### config.mk
export PLATFORM = sky130hd
export DESIGN_NAME = multi_input_conditioner
export DESIGN_NICKNAME = d
export VERILOG_FILES = /design/src/rtl/multi_input_conditioner.sv
export SDC_FILE = /design/constraint.sdc
export NUM_CORES = 1
export LEC_CHECK = 0
export BUFFER_PORTS_ARGS = -buffer_cell sky130_fd_sc_hd__clkbuf_2
export CAP_MARGIN = 20
export CORE_ASPECT_RATIO = 0.75
export CORE_UTILIZATION = 40
export CTS_CLUSTER_SIZE = 10
export DETAILED_ROUTE_END_ITERATION = 10
export GPL_TIMING_DRIVEN = 0
export PLACE_DENSITY = 0.6
export SLEW_MARGIN = 15
export SYNTH_ARGS = -nofsm -noshare
export SYNTH_HDL_FRONTEND = slang
export SYNTH_SLANG_ARGS = --single-unit
### constraint.sdc
create_clock -name clk -period 3.1 [get_ports clk]
set_input_delay 0.155 -clock clk [delete_from_list [all_inputs] [get_ports clk]]
set_output_delay 0.155 -clock clk [all_outputs]
set_load 0.01 [all_outputs]
### src/rtl/multi_input_conditioner.sv
// multi_input_conditioner
//   Conditions CHANNELS independent asynchronous inputs. Each channel has its
//   own synchronizer chain, a debounce counter compared against a shared
//   runtime delay, a debounced level and one-clock rise/fall pulses.
//
//   Optional feature macro: MULTI_COND_EDGE_STATUS_EN
//     defined   -> sticky per-channel edge flags (write-1-to-clear) and irq
//     undefined -> edge_status and irq tie to 0 and no status flops exist
//
//   Reset is synchronous and active-low (reset_n sampled on posedge clk).
module multi_input_conditioner #(
    parameter int CHANNELS      = 4,
    parameter int COUNTER_WIDTH = 3,
    parameter int SYNC_STAGES   = 2
) (
    input  logic                     clk,
    input  logic                     reset_n,
    input  logic [CHANNELS-1:0]      noisysignal,
    input  logic [COUNTER_WIDTH-1:0] waittime,
    input  logic [CHANNELS-1:0]      status_clr,
    output logic [CHANNELS-1:0]      conditioned,
    output logic [CHANNELS-1:0]      positiveedge,
    output logic [CHANNELS-1:0]      negativeedge,
    output logic                     any_posedge,
    output logic                     any_negedge,
    output logic [CHANNELS-1:0]      edge_status,
    output logic                     irq
);

    // Increment step for the debounce counter, sized to the counter itself.
    localparam logic [COUNTER_WIDTH-1:0] CountOne = COUNTER_WIDTH'(1);

    // One fully independent conditioning slice per input channel.
    genvar ch;
    generate
        for (ch = 0; ch < CHANNELS; ch++) begin : gChannel
            logic [SYNC_STAGES-1:0]   sync_q;
            logic [SYNC_STAGES-1:0]   sync_d;
            logic [COUNTER_WIDTH-1:0] count_q;
            logic [COUNTER_WIDTH-1:0] count_d;
            logic                     level_q;
            logic                     level_d;
            logic                     rise_q;
            logic                     rise_d;
            logic                     fall_q;
            logic                     fall_d;
            logic                     syncedLevel;
            logic                     levelDiffers;
            logic                     delayElapsed;

            // The last synchronizer stage is the only safe view of the raw input.
            assign syncedLevel  = sync_q[SYNC_STAGES-1];
            assign levelDiffers = (syncedLevel != level_q);
            // The counter only increments while below waittime, so this compare
            // always fires before the counter could wrap. A lowered waittime
            // takes effect immediately because the compare is live every edge.
            assign delayElapsed = (count_q >= waittime);

            // Shift the raw input one stage further down the synchronizer chain.
            always_comb begin
                sync_d = {sync_q[SYNC_STAGES-2:0], noisysignal[ch]};
            end

            // Debounce decision: accept the synced level once it has disagreed
            // with the current level for longer than waittime, otherwise count.
            // Any return to agreement restarts the count from zero.
            always_comb begin
                count_d = '0;
                level_d = level_q;
                rise_d  = 1'b0;
                fall_d  = 1'b0;
                if (levelDiffers) begin
                    if (delayElapsed) begin
                        level_d = syncedLevel;
                        rise_d  = syncedLevel;
                        fall_d  = ~syncedLevel;
                    end else begin
                        count_d = count_q + CountOne;
                    end
                end
            end

            // Channel state; reset drops everything to 0 without producing a pulse.
            always_ff @(posedge clk) begin
                if (!reset_n) begin
                    sync_q  <= '0;
                    count_q <= '0;
                    level_q <= 1'b0;
                    rise_q  <= 1'b0;
                    fall_q  <= 1'b0;
                end else begin
                    sync_q  <= sync_d;
                    count_q <= count_d;
                    level_q <= level_d;
                    rise_q  <= rise_d;
                    fall_q  <= fall_d;
                end
            end

            assign conditioned[ch]  = level_q;
            assign positiveedge[ch] = rise_q;
            assign negativeedge[ch] = fall_q;
        end
    endgenerate

`ifdef MULTI_COND_EDGE_STATUS_EN
    logic [CHANNELS-1:0] status_q;
    logic [CHANNELS-1:0] status_d;

    // Sticky flags: a pulse sets, status_clr clears, and set wins a tie so a
    // clear racing a fresh edge never loses that edge.
    always_comb begin
        status_d = (status_q & ~status_clr) | positiveedge | negativeedge;
    end

    // Flag registers, cleared by reset.
    always_ff @(posedge clk) begin
        if (!reset_n) begin
            status_q <= '0;
        end else begin
            status_q <= status_d;
        end
    end

    assign edge_status = status_q;
    assign irq         = |status_q;
`else
    // Feature absent: status_clr is intentionally ignored.
    logic unusedStatusClr;
    assign unusedStatusClr = ^status_clr;
    assign edge_status     = '0;
    assign irq             = 1'b0;
`endif

    assign any_posedge = |positiveedge;
    assign any_negedge = |negativeedge;

endmodule

# == After elaboration in Yosys (flattened, before gate mapping) ==
# Cells that the tools add are included.
# word_totals
register_bits,32
wordCells,55
output_inout_bits,19
input_bits,13
# classes
n_eq_ne,4
add_sub_neg,4
bitwise,9
reduce_logical,14
order_cmp,4
# ops
cell,count
"adder 3 x 1 -> 3 bit, second input constant",4
greater-or-equal comparator 3 bit,4
AND reduction 3 bit,4
OR reduction 3 bit,4
NOT 1 bit,9
AND reduction 2 bit,4
OR reduction 4 bit,2
inequality test 1 bit,4

# == Depth between registers and ports, before layout ==
# Gate-level depths: netlist (run 1).
# depth
ltp_word,3
ltp_mapped,5
depth_no_buf,5

# == Least setup slack after synthesis (run 1) ==
# No wires, ideal clock.
# synth_timing
path_type,register -> register
startpoint,reg gChannel[2].count_q[2]
endpoint,reg gChannel[2].count_q[2]
path_stages_with_launch,5
t_arrival_ns,1.252
setup_slack_ns,1.784
path_buffers,0
period_less_slack_ns,1.316
cell_sequence,dfxtp_1 -> ha_1 -> and2_1 -> a2111o_1 -> nor2_1
# synth_between
elab_chain_cells,2
elab_cells_between_ends,3
classes_between,add/sub (1); order compare (1); reduce/logical (1)
# synth_lines
item,line,source
start: declaration,39,logic [COUNTER_WIDTH-1:0] count_q;
start signal: assignment,93,count_q <= count_d;
greater-or-equal comparator 3 bit,57,assign delayElapsed = (count_q >= waittime);
OR reduction 3 bit (no line),--,
# Parallel ways exist; a longest one is shown, timed or not.
# A chain may end at the register's enable or synchronous reset.

# == Worst setup path in the final report (run 1) ==
# layout_timing
startpoint,reg gChannel[0].count_q[0]
endpoint,reg gChannel[0].count_q[2]
# layout_between
elab_chain_cells,2
elab_cells_between_ends,3
classes_between,add/sub (1); order compare (1); reduce/logical (1)
# layout_lines
item,line
start: declaration,39
start signal: assignment,93
greater-or-equal comparator 3 bit,57
OR reduction 3 bit (no line),--
# Parallel ways exist; a longest one is shown, timed or not.

==> results.md, run 1 <==
Outcome:
- The flow ran to the end, and the final reports show no timing, DRC or antenna violations.

Setup path:
- Setup slack on the worst reg-to-reg path comes out at 1660 ps.
- The largest single stage delay on the critical path is 410 ps.
- The cell class contributing the biggest share of worst-path delay is compound AO/OA/AOI/OAI gates.
- The critical path endpoint category is a flop.
- The startpoint of the most critical register-to-register path is gChannel[0].count_q[0].
- The kind of critical path is flop to flop.
- The count of cells along the worst register-to-register path is 5.
- The element type at the critical path start is a flop.
- The number of buffers and inverters on the critical path is 1.
- The capture instance of the worst register-to-register path is gChannel[0].count_q[2].
- On the critical path, the stage with the largest delay is an instance of a2111o_1.
- The worst path arrival time is 1650 ps.
- The critical path goes through inv_1 > ha_1 > nand2b_1 > a2111o_1 > nor2_1.
- Of all nets on the critical path, the largest fanout is 3.
- The required time of the worst setup path is 3310 ps.

Cells and area:
- The layout cell share with drive strength beyond 1 is 0.268.
- Compared with the post-synthesis result, the final layout area differs by 18.3%.
- The repair_antennas step left the layout with diodes totalling 0.
- The count of filler cells inserted in the layout is 318.
- In the layout the commonest cells are 32 x dfxtp_1, 21 x clkbuf_2, 18 x buf_4.
- The post-route standard cell area excluding fillers is 0.00178 sq mm.
- For this run, the post-layout net count is 211.
- The library cell used most frequently in the layout, excluding fill and tap cells, is dfxtp_1.
- Registers take 641 sq um.
- In the final layout, the multi-input gates occupy 684 sq um.

STA:
- Setup repair after global routing left no endpoint under its margin.
- Setup violations remaining at the end of the flow were counted as 0.
- Between clock sinks in the finished design, the worst skew comes to 1.35 ps.
- Derived from the worst setup path, the maximum achievable clock frequency is 694 MHz.
- The minimum clock period is 1440 ps.
- The number of hold-slack violations in the final timing report is 0.
- After routing, the total negative slack on setup checks comes to 0 ps.
- The number of max-slew violations in the final report is 0.
- Across all setup checks in the final design, the least slack found is 1660 ps.
- The share of the clock period used by the worst path is 0.465.
- The hold slack is 80.6 ps.

Synth:
- The count of unique library cells instantiated by Yosys is 19.
- The number of flip-flops and latches in the synthesized netlist is 32.
- The netlist area before placement is 0.00150 sq mm.
- The Yosys step of the flow raised 0 warnings.
- The post-synthesis average cell area is 10.0 sq um.
- Synthesis produced 150 cells.
- The sequential cell area fraction in the yosys report is 0.427.

Detailed routing:
- The wire length per cell after detailed routing is 10.5 um.
- Wires add up to 2460 um.
- The number of optimization iterations in the first detailed-route pass is 4.
- The post-detailed-route DRC marker count is 0.
- The via count normalized by instance count is 4.37.
- The number of violations reported at the end of detailed-routing iteration 0 is 21.
- The routed via count is 1,018.
- The count of nets left with antenna violations after detail routing is 0.

Clock tree:
- The TritonCTS clock tree is built.
- The number of gates resized after CTS was 0.
- The number of post-CTS setup repair buffers is 0.
- After clock tree synthesis, the clock-pin slew on the worst setup and hold paths is 60 ps.
- The CTS buffer count is 5.
- The TritonCTS sink count is 32.
- The clock tree synthesis step divided the H-tree into 2 levels.
- The CTS root buffer is clkbuf_8.
- The clock insertion delay at the later pin of the skew report is 280 ps.
- In this run, post-CTS hold repair placed 0 buffers.
- The maximum buffer depth of the clock tree is 2.

Global route:
- The global-route wire length before repair is 3900 um.
- The pin count of the biggest net entering global routing is 11.
- The overall fraction of global-route tracks in use is 0.135.
- The via count of the first global-routing pass is 926.
- The initial antenna violation count came to 0.
- The total congestion overflow is 0.

Die:
- For this configuration, the core starts out at a cell density of 0.439.
- The chip height is 55.1 um.
- The full die area is 0.00401 sq mm.
- The floorplan step set the die width to 72.7 um.
- The core region is 0.00342 sq mm.
- The site row count is 18.
- The number of placed I/O pins is 32.

Place:
- The global placer's final weighted congestion is 0.752.
- The count of buffers inserted at the top-level ports is 21.
- The setup slack after placement is 1600 ps.
- The post-place instance area is 0.00168 sq mm.
- The post-DP HPWL is 1950 um.

Power and ir drop:
- The power density relative to cell area is 457 mW/mm^2.
- The post-layout total power is 0.812 mW.
- The maximum vdd ir drop is 326 uV.
- The standby leakage power is 0.868 nW.

Run:
- Across the run, the number of max-cap violations was 0.

Hold path:
- The class of the tightest hold or removal check is primary input to flop.
- The number of stages on the worst hold path is 2.
- The endpoint with the worst hold slack is gChannel[2].sync_q[0].
- In this run the most critical hold path is launched from noisysignal[2].
-- kinds of logic (layout without fill, tap and decap cells) --
group | count (synthesis) | count (layout) | share of synthesized area
adder cells (fa/ha/maj) | 16 | 16 | 0.133
AO/OA/AOI/OAI | 12 | 12 | 0.0633
other | 1 | 5 | 0.00250
AND/OR/NAND/NOR | 46 | 46 | 0.173
buffers and inverters | 31 | 60 | 0.127
XOR/XNOR | 8 | 8 | 0.0467
flip-flops | 32 | 32 | 0.427
multiplexers | 4 | 4 | 0.0267
-- sequential cells by signal (all words and copies together) (netlist names) --
name,cells
gChannel.level_q,4
gChannel.fall_q,4
gChannel.sync_q,8
gChannel.rise_q,4
gChannel.count_q,12
-- worst register-to-register path, cell delays in order, from the launching register on --
cell and delay, ps:
dfxtp_1 360, inv_1 60, ha_1 260, nand2b_1 150, a2111o_1 410, nor2_1 130
-- how the worst max path moves through the flow --
stage	start	endpoint	slack (ps)	cells after the start
after CTS	gChannel[0].count_q[0]	gChannel[0].count_q[2]	1660	5
final	gChannel[0].count_q[0]	gChannel[0].count_q[2]	1660	5
after global placement	waittime[2]	gChannel[2].count_q[2]	1660	6
after detailed placement	waittime[2]	gChannel[0].count_q[2]	1600	6
after floorplan	gChannel[2].count_q[2]	gChannel[2].count_q[2]	1780	4
after global routing	gChannel[1].count_q[0]	gChannel[1].count_q[2]	1550	5
-- Yosys cell counts, drive strengths merged --
master   n  area share
a2111o   4       0.030
a21o     4       0.020
a21oi    4       0.013
and2    12       0.050
buf     19       0.097
clkbuf   1      0.0025
conb     1      0.0025
dfxtp   32        0.43
ha      16        0.13
inv     11       0.028
mux2i    4       0.027
nand2    8       0.020
nand2b   4       0.017
nor2    12       0.030
nor4b    8       0.047
or4      2       0.010
xnor2    8       0.047
-- layer usage --
layer	global-route usage	vias to the layer above	part of all wire	routed length, um
li1	-	539	-	-
met1	0.156	454	0.51	1260
met2	0.232	21	0.44	1070
met3	0.0435	4	0.041	100
met4	0.0686	0	0.011	28
met5	0	-	0	0
-- area by class of cell --
cell class / count / area share
timing repair buffer: 21 / 0.0592
clock buffer: 6 / 0.0465
buffer: 20 / 0.0845
inverter: 11 / 0.0232
tap: 50 / 0.0352
clock inverter: 2 / 0.00563
sequential: 32 / 0.361
multi-input combinational: 91 / 0.385
-- metrics by stage --
stage,cells,util
floorplan,154,-
global placement,225,0.492
detailed placement,225,0.492
CTS,233,0.519
global route,233,0.519
finish,233,0.519
-- power breakdown --
part / leakage, nW / internal [mW] / switching [mW]
combinational: 0.557 / 0.0301 / 0.0314
sequential: 0.260 / 0.419 / 0.00565
clock: 0.0510 / 0.177 / 0.149
Power figures use the tool's default switching activity.
==> run 2: changes to the inputs <==
--- a/config.mk
+++ b/config.mk
@@ -12,7 +12,7 @@
 export CTS_CLUSTER_SIZE = 10
 export DETAILED_ROUTE_END_ITERATION = 10
 export GPL_TIMING_DRIVEN = 0
-export PLACE_DENSITY = 0.6
+export PLACE_DENSITY = 0.62
 export SLEW_MARGIN = 15
 export SYNTH_ARGS = -nofsm -noshare
 export SYNTH_HDL_FRONTEND = slang
==> constraint.sdc (replaced) <==
create_clock -name clk -period 1.3 [get_ports clk]
set_input_delay 0.065 -clock clk [delete_from_list [all_inputs] [get_ports clk]]
set_output_delay 0.065 -clock clk [all_outputs]
set_load 0.01 [all_outputs]
==> run 2 against run 1 <==
Effect of this change: the flow now finishes with violations (negative setup slack); routed wire length grew 20%; utilization grew 11 points; non-clock buffer count grew 13; setup slack lost 1700 ps; highest routed layer unchanged.
==> results.md, run 2 (same netlist as run 1, synthesis figures left out) <==
Setup path:
- The element type at the critical path start is a flop.
- In this run the critical register-to-register path is captured at gChannel[2].count_q[2].
- The worst setup path is of the flop to flop kind.
- The startpoint of the most critical register-to-register path is gChannel[2].count_q[2].
- The critical path endpoint category is a flop.
- The count of cells along the worst register-to-register path is 4 (-1).
- The worst setup path startpoint is gChannel[2].count_q[2].
- The minimum setup slack among reg-to-reg paths is -30 ps (-1690 ps).
- The worst path arrival time is 1540 ps (-110 ps).
- The required time of the worst setup path is 1510 ps (-1800 ps).
- The worst-path maximum fanout is 3 (unchanged).
- The most critical setup path has its endpoint at gChannel[2].count_q[2].

Global route:
- The overall fraction of global-route tracks in use came to 0.163 (+0.0280).
- The initial antenna violation count is 0 (unchanged).
- The pin count of the biggest net entering global routing is 11 (unchanged).
- The global-route wire length before repair was 4670 um (+20%).
- The via count of the first global-routing pass is 1,080 (+17%).
- The total congestion overflow is 0 (unchanged).

STA:
- The number of hold-slack violations in the final timing report is 0 (unchanged).
- The clock skew is 6.97 ps (+5.62 ps).
- The post-layout worst setup margin came to -33.9 ps (-1690 ps).
- The number of max-slew violations in the final report is 0 (unchanged).
- Setup repair after global routing could not meet its margin everywhere.
- The number of setup violations in the final report is 12 (+12).
- The maximum clock rate was 750 MHz (+8.1%).
- The hold slack is 103 ps (+22.9 ps).
- The share of the clock period used by the worst path is 1.03 (+0.561).
- The minimum clock period came to 1330 ps (-107 ps).

Place:
- The number of placed cells counting well taps is 225 (unchanged).
- The global placer's final weighted congestion is 0.716 (-4.8%).
- The post-DP HPWL is 2050 um (+5.2%).
- The post-place instance area is 0.00171 sq mm (+1.6%).
- The count of buffers inserted at the top-level ports is 21 (unchanged).

Cells and area:
- The layout cell share with drive strength beyond 1 is 0.533 (+0.266).
- The area of the multi-input gates is 910 sq um (+33%).
- The area growth from synthesis to final layout is 42.8%.
- The largest register by flop count is gChannel.count_q.
- The register cell area after layout was 659 sq um (+2.9%).
- The library cells used most frequently in the layout, excluding fill and tap cells, are 27 x buf_4, 19 x clkbuf_2, 17 x dfxtp_1.
- The final core utilization is 0.626 (+0.107).
- The number of diodes added for antenna fixing is 0 (unchanged).
- The post-route standard cell area excluding fillers was 0.00214 sq mm (+21%).
- The count of placed standard cells in the final layout, fillers left out is 245 (+5.2%).
- The largest registers in the layout are gChannel.count_q x12, gChannel.sync_q x8.
- The final layout net count was 224 (+6.2%).
- The library cell used most frequently in the layout, excluding fill and tap cells, is buf_4.
- The count of filler cells inserted in the layout is 278 (-13%).
- The flip-flop count of the largest register, all copies and words added is 12 (unchanged).

Power and ir drop:
- The cell-internal power is 1.60 mW (+150%).
- The standby leakage power came to 0.970 nW (+12%).
- The combinational fraction of design power came to 0.110 (+0.034).
- The net switching power of the design came to 0.457 mW (+150%).
- The relative contribution of sequential cells to total power was 0.495 (-0.028).
- The post-layout total power was 2.05 mW (+150%).
- The power density relative to cell area is 957 mW/mm^2 (+110%).
- The clock network fraction of design power is 0.395 (-0.006).
- The switching part of the total is 0.223 (-0.00609).
- The maximum vdd ir drop came to 759 uV (+130%).

Detailed routing:
- The wire length per cell after detailed routing is 12.0 um (+14%).
- The number of optimization iterations in the first detailed-route pass is 4 (unchanged).
- The post-detailed-routing wire length was 2950 um (+20%).
- The number of violations reported at the end of detailed-routing iteration 0 is 30 (+43%).
- The post-detailed-route DRC marker count came to 0 (unchanged).
- The via count normalized by instance count is 4.51 (+3.2%).
- The routed via count is 1,105 (+8.5%).
- The count of nets left with antenna violations after detail routing is 0 (unchanged).

Die:
- The width of the chip came to 72.7 um (unchanged).
- The site row count is 18 (unchanged).
- The number of placed I/O pins is 32 (unchanged).
- The initial cell density of the core was 0.439 (unchanged).
- The chip height was 55.1 um (unchanged).
- The core region area is 0.00342 sq mm (unchanged).
- The full die area is 0.00401 sq mm (unchanged).

Hold path:
- The startpoint identified for the worst hold timing path is reset_n.
- The class of the tightest hold or removal check is primary input to flop.

Clock tree:
- The CTS root buffer is clkbuf_8.
- The maximum buffer depth of the clock tree came to 2 (unchanged).
- The depth of the CTS H-tree is 2 (unchanged).
- The TritonCTS sink count came to 32 (unchanged).
- TritonCTS built the clock tree.
- The CTS buffer count is 5 (unchanged).
- The clock insertion delay at the later pin of the skew report is 280 ps (about the same).
- The clock transition at the registers of the reported paths came to 70 ps (about the same).

Run:
- The number of violations of the max-capacitance limit is 0 (unchanged).

Outcome:
- The flow ran to the end, but the final reports show violations.
- The checks that failed: negative setup slack.
run 2: cell count changes in the layout (fill, tap and decap cells not counted), sizes merged:
| cell | delta |
|---|---|
| buf | +11 |
| clkbuf | -1 |
| clkinv | -2 |
| dlygate4sd3 | +4 |
run 2: metal layers:
metal,routed length [um],track usage
met1,1310,0.172
met2,1480,0.302
met3,112,0.0670
met4,37,0.0588
met5,0,0
run 2: area by class of cell:
type | count | share of cell area
Sequential cell | 32 | 0.307
Multi-Input combinational cell | 91 | 0.424
Clock buffer | 7 | 0.0449
Timing Repair Buffer | 34 | 0.105
Buffer | 20 | 0.0700
Tap cell | 50 | 0.0292
Inverter | 11 | 0.0193
run 2: power groups by stage:
| stage | Clock [mW] | Combinational [mW] | Sequential (mW) |
|---|---|---|---|
| global route | 0.887 | 0.249 | 1.02 |
| finish | 0.810 | 0.227 | 1.02 |
| floorplan | 0 | 0.124 | 1.03 |
| global placement | 0 | 0.155 | 1.04 |
| CTS | 0.832 | 0.211 | 1.01 |
| detailed placement | 0 | 0.161 | 1.04 |
run 2: worst min-delay path by stage:
stage	end	slack [ps]	cells past startpoint
2_1_floorplan	gChannel[0].sync_q[0]	190	1
5_1_grt	gChannel[3].level_q	110	3
3_5_place_dp	gChannel[2].sync_q[0]	280	2
3_3_place_gp	gChannel[0].sync_q[0]	270	2
6_report	gChannel[2].level_q	100	3
4_1_cts	gChannel[2].level_q	100	3
run 2: through the flow:
| stage | TNS, ps | setup slack [ps] |
|---|---|---|
| floorplan | -40.8 | -7.88 |
| global placement | -565 | -55.3 |
| detailed placement | -1160 | -104 |
| CTS | -290 | -45.1 |
| global route | -906 | -111 |
| finish | -161 | -33.9 |
run 2: worst max-delay path: stages (launching register included):
cell and delay [ps]:
dfxtp_2 350, ha_4 200, a21o_1 170, a2111o_1 430
nor2_1 120
run 2: what timing repair did:
item	4_1_cts	5_1_grt
gates cloned	0	0
hold buffers	4	0
setup endpoints to repair	21	20
setup buffers	7	2
endpoints found under the hold margin	4	0
pin swaps	17	11
gates resized for setup	28	17
